===== src/rtl/uart_pkg.sv =====
// Shared UART receive types, the default bit period and the parity helper.
package uart_pkg;

  localparam int CYCLE_uart = 434;

  typedef enum logic [2:0] {
    IDLE   = 3'd0,
    START  = 3'd1,
    DATA   = 3'd2,
    PARITY = 3'd3,
    STOP   = 3'd4,
    BREAK  = 3'd5
  } rx_state_t;

  // Bit value that makes the total count of ones (data + parity) even.
  function automatic logic even_parity(input logic [7:0] b);
    return ^b;
  endfunction

endpackage


===== src/rtl/rx_sync.sv =====
// Two-flop synchroniser for the asynchronous serial input; resets to the idle level (1).
module rx_sync (
  input  logic clk,
  input  logic res,
  input  logic d_i,
  output logic q_o
);

  logic s1_q, s2_q;

  always_ff @(posedge clk or posedge res) begin
    if (res) begin
      s1_q <= 1'b1;
      s2_q <= 1'b1;
    end else begin
      s1_q <= d_i;
      s2_q <= s1_q;
    end
  end

  assign q_o = s2_q;

endmodule


===== src/rtl/receiver.sv =====
// UART receive path: 8N1 deserialiser feeding an active-low FIFO write strobe.
// Optional 8E1 parity checking when the RX_PARITY_EN macro is defined.
module receiver
  import uart_pkg::*;
#(
  parameter int CLKS_PER_BIT = CYCLE_uart,
  parameter int DATA_BITS    = 8
) (
  input  logic       clk,
  input  logic       res,
  input  logic       uart_rx,
  output logic [7:0] port,
  output logic       wen_n,
  input  logic       is_full,
  output logic       frame_err,
  output logic       overrun
);

  localparam int TW = $clog2(CLKS_PER_BIT);
  localparam logic [TW-1:0] HALF_M1 = TW'(CLKS_PER_BIT / 2 - 1);
  localparam logic [TW-1:0] BIT_M1  = TW'(CLKS_PER_BIT - 1);
  localparam logic [2:0]    LAST_B  = 3'(DATA_BITS - 1);

  logic rxs;

  rx_sync u_sync (
    .clk (clk),
    .res (res),
    .d_i (uart_rx),
    .q_o (rxs)
  );

  rx_state_t     state_q, state_d;
  logic [TW-1:0] tmr_q, tmr_d;
  logic [2:0]    bit_q, bit_d;
  logic [7:0]    sh_q, sh_d;
  logic [7:0]    port_q, port_d;
  logic          wen_n_q, wen_n_d;
  logic          fe_q, fe_d;
  logic          ov_q, ov_d;
  logic          par_ok;
`ifdef RX_PARITY_EN
  logic          par_ok_q, par_ok_d;
  assign par_ok = par_ok_q;
`else
  assign par_ok = 1'b1;
`endif

  always_ff @(posedge clk or posedge res) begin
    if (res) begin
      state_q <= IDLE;
      tmr_q   <= '0;
      bit_q   <= '0;
      sh_q    <= '0;
      port_q  <= 8'h00;
      wen_n_q <= 1'b1;
      fe_q    <= 1'b0;
      ov_q    <= 1'b0;
`ifdef RX_PARITY_EN
      par_ok_q <= 1'b1;
`endif
    end else begin
      state_q <= state_d;
      tmr_q   <= tmr_d;
      bit_q   <= bit_d;
      sh_q    <= sh_d;
      port_q  <= port_d;
      wen_n_q <= wen_n_d;
      fe_q    <= fe_d;
      ov_q    <= ov_d;
`ifdef RX_PARITY_EN
      par_ok_q <= par_ok_d;
`endif
    end
  end

  always_comb begin
    state_d = state_q;
    tmr_d   = tmr_q + 1'b1;
    bit_d   = bit_q;
    sh_d    = sh_q;
    port_d  = port_q;
    wen_n_d = 1'b1;
    fe_d    = 1'b0;
    ov_d    = 1'b0;
`ifdef RX_PARITY_EN
    par_ok_d = par_ok_q;
`endif
    case (state_q)
      IDLE: begin
        tmr_d = '0;
        bit_d = '0;
        if (!rxs) state_d = START;
      end
      // Start bit must still be low at mid-bit, otherwise it was a glitch.
      START: begin
        if (tmr_q == HALF_M1) begin
          tmr_d   = '0;
          state_d = rxs ? IDLE : DATA;
        end
      end
      DATA: begin
        if (tmr_q == BIT_M1) begin
          tmr_d = '0;
          sh_d  = {rxs, sh_q[7:1]};
          bit_d = bit_q + 3'd1;
          if (bit_q == LAST_B) begin
`ifdef RX_PARITY_EN
            state_d = PARITY;
`else
            state_d = STOP;
`endif
          end
        end
      end
`ifdef RX_PARITY_EN
      PARITY: begin
        if (tmr_q == BIT_M1) begin
          tmr_d    = '0;
          par_ok_d = (rxs == even_parity(sh_q));
          state_d  = STOP;
        end
      end
`endif
      // Decision at mid-stop so the next start edge half a bit later is caught.
      STOP: begin
        if (tmr_q == BIT_M1) begin
          tmr_d = '0;
          if (!rxs) begin
            fe_d    = 1'b1;
            state_d = BREAK;
          end else if (!par_ok) begin
            fe_d    = 1'b1;
            state_d = IDLE;
          end else if (is_full) begin
            ov_d    = 1'b1;
            state_d = IDLE;
          end else begin
            wen_n_d = 1'b0;
            port_d  = sh_q;
            state_d = IDLE;
          end
        end
      end
      BREAK: begin
        tmr_d = '0;
        if (rxs) state_d = IDLE;
      end
      default: begin
        tmr_d   = '0;
        state_d = IDLE;
      end
    endcase
  end

  assign port      = port_q;
  assign wen_n     = wen_n_q;
  assign frame_err = fe_q;
  assign overrun   = ov_q;

endmodule

===== config.mk =====
export PLATFORM = sky130hd
export DESIGN_NAME = receiver
export DESIGN_NICKNAME = d
export VERILOG_FILES = /design/src/rtl/uart_pkg.sv /design/src/rtl/rx_sync.sv /design/src/rtl/receiver.sv
export SDC_FILE = /design/constraint.sdc
export NUM_CORES = 1
export LEC_CHECK = 0
export BUFFER_PORTS_ARGS = -buffer_cell sky130_fd_sc_hd__buf_2
export CORE_UTILIZATION = 58
export DETAILED_ROUTE_END_ITERATION = 10
export PLACE_DENSITY_LB_ADDON = 0.12
export REMOVE_ABC_BUFFERS = 1
export SLEW_MARGIN = 30
export SYNTH_ARGS = -nofsm -noshare
export SYNTH_HDL_FRONTEND = slang
export SYNTH_SLANG_ARGS = --single-unit

===== constraint.sdc =====
create_clock -name clk -period 2.3 [get_ports clk]
set_input_delay 0.115 -clock clk [delete_from_list [all_inputs] [get_ports clk]]
set_output_delay 0.115 -clock clk [all_outputs]
set_load 0.03 [all_outputs]

==> results.toml, run 1 <==
[run_status]
status = "completed"

[worst_setup_path]
crit_path_start_kind = "flop"
critPathSlowestCell = "dfrtp_1"
critical_path_cell_count = 3
critPathBufInv = 0
cp.required_ns = 2.53
slowest_delay_ns = 0.53
cp-end-kind = "flop"
critPathTopFamily = "simple AND/OR/NAND/NOR gates"
worst-r2r-cell-count = 3
cp_cell_sequence = "nor3b_1, nand4_2, mux2_2"
worstSetupPathType = "flop to flop"
arrival_ns = 2.06
cp_max_fo = 13

[grt]
grt_max_degree = 22
grt_pass1_vias = 1151
grtUsageTotal_pct = 22.8
antenna_found_initial = 0
grt_pass1_wl_um = 5450
gr-total-overflow = 0

[floorplanning]
pin_count = 15
core_area_mm2 = 0.00276
dieHeight_um = 56.0
dieArea_mm2 = 0.00314
die_x_um = 56.0
rows = 19
start_util_pct = 61.4

[sta]
hold_viol = 0
final.setup.tns_ns = 0
post-route-min-period_ns = 1.84
setup_viol = 0
rsz0062_at_grt = "false"
max_slew.worst_pin.slew_ns = 0.744
period_share_pct = 79.9
final_max_slew_viol_count = 0
skew_ns = 0.00437
max_clock_freq_mhz = 544
slew_headroom_pct = 50.4

[placement]
port_buffers = 14
postPlaceCellArea_mm2 = 0.00180
detailed_place_hpwl_um = 2220
gp_congestion = 0.767

[drt]
firstDrtPassIters = 4
ant_nets = 0
wl_per_cell_um = 16.6
vias_per_cell = 6.06
drt-initial-drc-count = 46
drc_errors = 0
vias = 1151
totalWireLength_um = 3150

[final_layout]
design_area_mm2 = 0.00191
final_nets = 167
fillerInstances = 210
diodes = 0
layout_commonest_cell = "dfrtp_1"
drive_above_1_share_pct = 34.0
syn2layout_area_growth_pct = 12.5
layout_common_cells = "dfrtp_1 (33), mux2_2 (16), buf_2 (14)"

[clock_tree]
ctsLongestPathBuffers = 2
cts_max_level = 2
clk_pin_slew_ns = 0.11
cts_tree = "done"
clock_latency_ns = 0.33
post_cts_resized = 0
cts_buffers = 5
cts-root-buf = "clkbuf_4"
clkSinkCount = 36
post_cts_buffers = 0
hold_buffers = 3

[logic_synthesis]
synth_top_family_by_area = "simple AND/OR/NAND/NOR gates"
ys_seq_area_share_pct = 53.4
synth_xor_area_share_pct = 2.07
yosys.area_share.adder_pct = 3.69
synth-compound-area-share_pct = 12.3
yosysUniqueCellTypes = 41
synth_ff_type = "dfrtp_1"
syn_avg_cell_area_um2 = 12.5
synth-edff-count = 0
synth_warnings = 0
synth_simple_gate_area_share_pct = 15.4
synthMuxAreaShare_pct = 11.2
ys_ff_latch = 36
syn_inst = 136
syn_area_mm2 = 0.00169
synth_async_sr_flop_share_pct = 100

[hold_path]
hold_path_class = "flop to flop"
holdPathStages = 0

[power_and_ir_drop]
peakVddDrop_mv = 0.581
leakagePower_nw = 0.957
p_per_area_mw_per_mm2 = 573

[flow_run]
max_cap_viol_count = 0
[cell type report]
cell class | instances | area (µm²) | share of cell area, %
flip-flops and latches | 36 | 905 | 47.5
multi-input cells | 92 | 756 | 39.7
repair buffers | 19 | 115 | 6.04
clock buffers | 6 | 41.3 | 2.17
well taps | 31 | 38.8 | 2.04
clock inverters | 2 | 35.0 | 1.84
inverters | 4 | 15.0 | 0.788
[registers in the layout, indices dropped and copies added, names as in the netlist]
name,flops
tmr_q,9
port,8
sh_q,8
bit_q,3
state_q,3
frame_err,1
overrun,1
u_sync.q_o,1
u_sync.s1_q,1
wen_n,1
[path summary, 6_finish.rpt]
| path | start | to | slack [ns] |
|---|---|---|---|
| min in group asynchronous | res | port[0] | 0.45 |
| worst max register to register | state_q[1] | port[5] | 0.46 |
| worst min register to register | u_sync.s1_q | u_sync.q_o | 0.36 |
| max in group asynchronous | res | u_sync.q_o | 1.17 |
| worst min-delay path | u_sync.s1_q | u_sync.q_o | 0.36 |
| worst max-delay path | state_q[1] | port[5] | 0.46 |
[through the flow]
step / hold WS [ns] / utilization (%) / power, W / std cells / worst slack [ns]
after floorplan: 0.119 / - / 0.000660 / 132 / 0.575
after global placement: 0.223 / 65.2 / 0.000669 / 179 / 0.518
after detailed placement: 0.222 / 65.2 / 0.000670 / 179 / 0.478
after CTS: 0.365 / 69.1 / 0.00111 / 190 / 0.463
after global routing: 0.370 / 69.1 / 0.00114 / 190 / 0.341
final: 0.364 / 69.1 / 0.00109 / 190 / 0.462
[power breakdown]
part / switching, W / internal, W
logic: 0.0000144 / 0.00000807
registers: 0.00000241 / 0.000636
clock network: 0.000204 / 0.000228
[kinds of logic after synthesis]
kind of cell             count (synthesis)
multiplexers                            17
flip-flops                              36
XOR/XNOR                                 4
adder cells (fa/ha/maj)                  5
AO/OA/AOI/OAI                           27
AND/OR/NAND/NOR                         39
buffers and inverters                    8
[metal layers]
| metal | share of wire (%) | GRT usage, % | wire [µm] | vias up |
|---|---|---|---|---|
| met5 | 0 | 0 | 0 | - |
| met4 | 1.4 | 7.32 | 44 | 0 |
| met3 | 4.4 | 4.88 | 138 | 6 |
| met2 | 49 | 36.9 | 1550 | 33 |
| met1 | 45 | 30.7 | 1420 | 559 |
| li1 | - | - | - | 553 |
[Yosys cell counts (2+ instances only)]
master	instances	area, µm²
a21oi_1	7	35.0
a221o_1	2	20.0
a22oi_1	4	30.0
and3_1	3	18.8
buf_2	3	15.0
dfrtp_1	33	826
dfstp_2	3	78.8
ha_1	5	62.6
inv_1	4	15.0
mux2_2	16	180
nand2_1	7	26.3
nand3_1	5	25.0
nand4_2	2	25.0
nor2_1	4	15.0
nor3b_1	2	15.0
o211ai_1	2	15.0
o21ai_0	5	25.0
or2_2	2	12.5
or3_1	3	18.8
xor2_1	3	26.3
[worst reg2reg max path: cells and delay by family (launching register included)]
family | cells | cell delay (ns)
DFF | 1 | 0.53
muxes | 1 | 0.38
and+or+nand+nor | 2 | 0.82
Note: power is estimated with default switching activity, not from simulation.
==> run 2, diff against run 1 <==
ABC_AREA = 1   (was unset)
CORE_UTILIZATION = 52   (was 58)
clock period = 1.6 ns   (was 2.3 ns; I/O delays follow)
==> run 2 against run 1 <==
  * Highest routed layer unchanged
  * Utilization down 4.3 points
  * Via count up 22%
  * Hold slack lost 0.34 ns
  * Critical path type unchanged
  * Largest cell class unchanged
  * Clock-buffer cell count unchanged
  * Power up 44%
  * Critical path depth up 4
  * Synthesized cell count up 51%
==> results.toml, run 2 <==
[final_layout]
top_register = "tmr_q"
syn2layout_area_growth_pct = 15.5
largest_register_ff_count = 9
diodes = 0
multi_input_area_um2 = 713
layout_commonest_cell = "nand2_1"
design_area_mm2 = 0.00203
layout.cells.non_filler = 275
final_nets = 239
final-seq-area_um2 = 905
fillerInstances = 279
layout_common_cells = "nand2_1 (50), dfrtp_1 (33), inv_1 (25)"
drive_above_1_share_pct = 22.9

[placement]
port_buffers = 14
dp_cells = 264
gp_congestion = 0.806
postPlaceCellArea_mm2 = 0.00190
dp_slack_ns = 0.0392
detailed_place_hpwl_um = 2270

[worst_setup_path]
critPathTopFamily = "simple AND/OR/NAND/NOR gates"
cp_max_fo = 7
cp_cell_sequence = "inv_1, nand2_1, nor2_4, nor2_1, o21ai_2, inv_2, nor2_1"
cpMostUsedCell = "nor2_1"
worst-r2r-cell-count = 7
cp-end-kind = "flop"
cp.required_ns = 1.87
critPathSlowestCell = "dfrtp_1"
r2r_setup_slack_ns = 0.10
critPathBufInv = 2
r2r_end = "tmr_q[8]"
arrival_ns = 1.77
slowest_delay_ns = 0.45
reg2reg_from = "state_q[0]"
worstSetupPathType = "flop to flop"
crit_path_start_kind = "flop"

[grt]
gr-total-overflow = 0
grtUsageTotal_pct = 20.0
grt_pass1_vias = 1227
grt_max_degree = 37
antenna_found_initial = 0
grt_pass1_wl_um = 5250

[logic_synthesis]
synth-compound-area-share_pct = 6.63
ys_seq_area_share_pct = 51.6
synth.most_common_cell = "nand2_1"
syn_inst = 205
synth_warnings = 0
syn_avg_cell_area_um2 = 8.56
synth_xor_area_share_pct = 2.00
synth_area_leader_cell = "dfrtp_1"
synth_top_area_share_pct = 47.1
synth_top_family_by_area = "simple AND/OR/NAND/NOR gates"
synth_async_sr_flop_share_pct = 100
synth_ff_type = "dfrtp_1"
yosysUniqueCellTypes = 28
ys_top_cells_by_area = "dfrtp_1 (47%), nand2_1 (11%), inv_1 (5.3%), nand3_1 (4.6%), dfstp_2 (4.5%)"
synth_simple_gate_area_share_pct = 26.7
synthMuxAreaShare_pct = 0
synth-edff-count = 0
syn_area_mm2 = 0.00175
synth_commonest_cells = "nand2_1 (50), dfrtp_1 (33), inv_1 (25)"
ys_ff_latch = 36
yosys.area_share.adder_pct = 3.57

[sta]
post-route-min-period_ns = 1.50
final_max_slew_viol_count = 0
period_share_pct = 93.7
slew_headroom_pct = 70.0
timing.hold.ws_ns = 0.0191
setup_viol = 0
hold_viol = 0
max_slew.worst_pin.slew_ns = 0.450
max_clock_freq_mhz = 667
setup_slack_ns = 0.101
skew_ns = 0.0114
rsz0062_at_grt = "true"
final.setup.tns_ns = 0

[clock_tree]
ctsLongestPathBuffers = 2
clk_pin_slew_ns = 0.11
post_cts_buffers = 0
cts-root-buf = "clkbuf_4"
clock_latency_ns = 0.34
cts_tree = "done"
clkSinkCount = 36
cts_buffers = 5
cts_max_level = 2

[drt]
vias_per_cell = 5.09
ant_nets = 0
vias = 1400
drc_errors = 0
wl_per_cell_um = 11.8
firstDrtPassIters = 5
totalWireLength_um = 3240
drt-initial-drc-count = 54

[hold_path]
holdPathEnd = "overrun"
holdPathStages = 3
hold_path_class = "input port to flop"
hp-start = "is_full"

[power_and_ir_drop]
p_per_area_mw_per_mm2 = 776
leakagePower_nw = 1.04
peakVddDrop_mv = 0.438

[floorplanning]
rows = 20
dieArea_mm2 = 0.00361
die_x_um = 60.1
start_util_pct = 56.1
pin_count = 15
dieHeight_um = 60.1
core_area_mm2 = 0.00313

[run_status]
status = "completed"

[flow_run]
max_cap_viol_count = 0
==> run 2: cell count changes after synthesis, moves of 3 or more <==
cell,previous run,this run
nand2_2,0,4
inv_1,4,25
or3_1,3,0
nand3_1,5,16
a21oi_1,7,2
inv_2,0,7
mux2_2,16,0
nor2_1,4,21
o21ai_2,0,3
a22oi_1,4,0
nand2_1,7,50
o21ai_1,0,9
==> run 2: layout make-up <==
type	instances	share of cell area (%)
clock buffers	6	2.04
clock inverters	2	1.73
multi-input cells	132	35.2
repair buffers	22	7.29
flip-flops and latches	36	44.7
well taps	44	2.72
inverters	33	6.36
==> run 2: per-stage QoR <==
| stage | util (%) | power, W |
|---|---|---|
| after floorplan | - | 0.000952 |
| after global placement | 60.6 | 0.000964 |
| after detailed placement | 60.6 | 0.000966 |
| after CTS | 63.7 | 0.00159 |
| after global routing | 64.8 | 0.00164 |
| final | 64.8 | 0.00157 |
==> run 2: metal layers <==
layer	share of wire, %	GRT usage [%]
met5	0	0
met4	1.1	7.31
met3	5.5	6.06
met1	45	23.2
met2	49	34.4
==> run 2: cells by family (layout without fill, tap and decap cells) <==
family,count (synthesis),after routing
simple gates,102,103
buf+inv,38,63
flops,36,36
compound gates,20,20
fa+ha+maj,5,5
xor+xnor,4,4
==> run 2: where the power goes <==
part / internal [W] / switching [W] / total [W]
logic: 0.00000969 / 0.0000270 / 0.0000367
clock network: 0.000328 / 0.000291 / 0.000619
registers: 0.000914 / 0.00000233 / 0.000916
total: 0.00125 / 0.000321 / 0.00157
==> run 2: timing repair <==
item / CTS / global route
setup endpoints to repair: 0 / 21
endpoints found under the hold margin: 34 / 0
hold buffers: 2 / 0
resized for setup: 0 / 5
==> run 2: worst max path at each step <==
stage	startpoint	cells past startpoint	slack, ns	endpoint
6_report	state_q[0]	7	0.10	tmr_q[8]
4_1_cts	tmr_q[1]	9	0.03	port[1]
3_5_place_dp	tmr_q[1]	9	0.04	port[1]
2_1_floorplan	state_q[0]	6	-0.03	bit_q[0]
5_1_grt	tmr_q[1]	9	-0.009	state_q[0]
3_3_place_gp	tmr_q[1]	9	0.10	port[7]
==> run 2: worst register-to-register path: stages, from the launching register on <==
cell and delay, ns:
dfrtp_1 0.45, inv_1 0.11, nand2_1 0.09, nor2_4 0.23
nor2_1 0.10, o21ai_2 0.24, inv_2 0.10, nor2_1 0.11
==> run 3, diff against run 2 <==
--- a/config.mk
+++ b/config.mk
@@ -11,2 +11,3 @@
 export DETAILED_ROUTE_END_ITERATION = 10
+export GPL_TIMING_DRIVEN = 1
 export PLACE_DENSITY_LB_ADDON = 0.12
==> constraint.sdc (replaced) <==
create_clock -name clk -period 1.3 [get_ports clk]
set_input_delay 0.195 -clock clk [delete_from_list [all_inputs] [get_ports clk]]
set_output_delay 0.195 -clock clk [all_outputs]
set_load 0.03 [all_outputs]
==> run 3 against run 2 <==
  * The run now ends with negative setup slack left
  * Wire length increased by 22%
  * Global-route usage increased by 3.9 points
  * Clock-buffer cell count down 1
  * Die area is the same
  * Critical path depth rose by 2
  * Non-clock buffer count increased by 28
  * Critical path type unchanged
  * Clock skew is 0.0029 ns higher
  * Sequential share of layout area down 7.4 points
  * Combinational power increased by 60%
  * Fmax increased by 3.1%
  * Highest routed layer unchanged
  * Sequential power rose by 23%
==> results.toml, run 3 (same netlist as run 2, synthesis figures left out) <==
[sta]
rsz0062_at_grt = "true"
hold_viol = 0
max_slew.worst_pin.slew_ns = 0.312
setup_slack_ns = -0.154
skew_ns = 0.0143
post-route-min-period_ns = 1.45
period_share_pct = 112
timing.hold.ws_ns = 0.157
slew_headroom_pct = 79.2
max_clock_freq_mhz = 688
final_max_slew_viol_count = 0
setup_viol = 34

[power_and_ir_drop]
peakVddDrop_mv = 0.599
leakagePower_nw = 1.23
p_per_area_mw_per_mm2 = 810

[hold_path]
hold_path_class = "input port to flop"
hp-start = "is_full"

[drt]
vias = 1513
vias_per_cell = 4.99
totalWireLength_um = 3940
drc_errors = 0
firstDrtPassIters = 4
wl_per_cell_um = 13.0
drt-initial-drc-count = 56
ant_nets = 0

[placement]
detailed_place_hpwl_um = 2410
gp_congestion = 0.791
port_buffers = 14

[floorplanning]
start_util_pct = 56.1
core_area_mm2 = 0.00313
dieHeight_um = 60.1
dieArea_mm2 = 0.00361
die_x_um = 60.1
pin_count = 15
rows = 20

[run_status]
status = "finished, violations left"
violations = "negative setup slack"

[clock_tree]
ctsLongestPathBuffers = 2
clkSinkCount = 36
cts_tree = "done"
cts_buffers = 5
cts_max_level = 2
clk_pin_slew_ns = 0.11
cts-root-buf = "clkbuf_4"
clock_latency_ns = 0.35

[final_layout]
drive_above_1_share_pct = 44.0
layout_common_cells = "nand2_1 (43), dfrtp_1 (31), buf_4 (28)"
layout_commonest_cell = "nand2_1"
syn2layout_area_growth_pct = 38.7
top_register = "tmr_q"
final_nets = 267
fillerInstances = 205
diodes = 0
largest_register_ff_count = 9
fin_util_pct = 77.8

[worst_setup_path]
reg2reg_from = "tmr_q[0]"
critPathSlowestCell = "dfrtp_2"
worstSetupPathType = "flop to flop"
critPathBufInv = 3
cp.required_ns = 1.58
cp_cell_sequence = "ha_4, nand2_4, nor2_4, nand2_4, inv_8, buf_6, o21ai_4, inv_4, nor2_2"
cp-startpoint = "tmr_q[0]"
cpMostUsedCell = "nand2_4"
crit_path_start_kind = "flop"
critPathTopFamily = "flip-flops"
cp_max_fo = 6
cp-end-kind = "flop"
slowest_delay_ns = 0.47
arrival_ns = 1.73

[grt]
gr-total-overflow = 0
grt_pass1_wl_um = 6160
grtUsageTotal_pct = 23.9
grt_max_degree = 37
grt_pass1_vias = 1487
antenna_found_initial = 0

[flow_run]
max_cap_viol_count = 0
-- run 3: stage by stage --
step	worst slack (ns)	power [W]	cell area (µm²)	std cells	TNS [ns]
after detailed placement	-0.202	0.00120	2050	283	-4.97
after global routing	-0.234	0.00204	2430	303	-6.17
after global placement	-0.140	0.00120	2050	283	-3.12
after floorplan	-0.333	0.00117	1710	200	-5.48
after CTS	-0.109	0.00200	2340	300	-2.21
final	-0.154	0.00197	2430	303	-3.13
-- run 3: where the power goes --
| group | leakage (nW) | switching, W | total [W] | internal, W |
|---|---|---|---|---|
| Clock | 0.0412 | 0.000386 | 0.000787 | 0.000401 |
| Sequential | 0.434 | 0.00000127 | 0.00113 | 0.00113 |
| Combinational | 0.754 | 0.0000386 | 0.0000587 | 0.0000201 |
-- run 3: final cells by class --
class,instances,area (µm²),area share (%)
clock buffer,5,37.5,1.54
clock inverter,3,42.5,1.75
inverter,33,134,5.50
multi-input combinational,132,866,35.6
sequential,36,907,37.3
tap,44,55.1,2.26
timing repair buffer,50,392,16.1
-- run 3: path summary, 6_finish.rpt --
kind,to,cells past startpoint,slack [ns]
max in group asynchronous,u_sync.q_o,4,0.61
min reg2reg,u_sync.q_o,0,0.36
max reg2reg,tmr_q[1],9,-0.15
max,tmr_q[1],9,-0.15
min in group asynchronous,port[2],4,0.42
min,overrun,3,0.16
-- run 3: worst min-delay path, stage by stage --
cell,delay (ns)
buf_2,0.12
inv_1,0.11
nor3_4,0.06
-- run 3: timing repair --
| item | 4_1_cts | 5_1_grt |
|---|---|---|
| hold endpoints to repair | 34 | 0 |
| pin swaps | 23 | 17 |
| endpoints found under the setup margin | 32 | 35 |
| gates cloned | 1 | 0 |
| hold buffers | 2 | 0 |
| resized for setup | 33 | 24 |
| setup buffers | 6 | 3 |
-- run 3: layer usage --
layer	vias to the layer above	GRT usage, %	wire length, µm
met5	-	0	0
met4	0	11.0	61
met3	6	7.36	147
met2	32	43.0	2160
met1	727	25.1	1570
li1	748	-	-
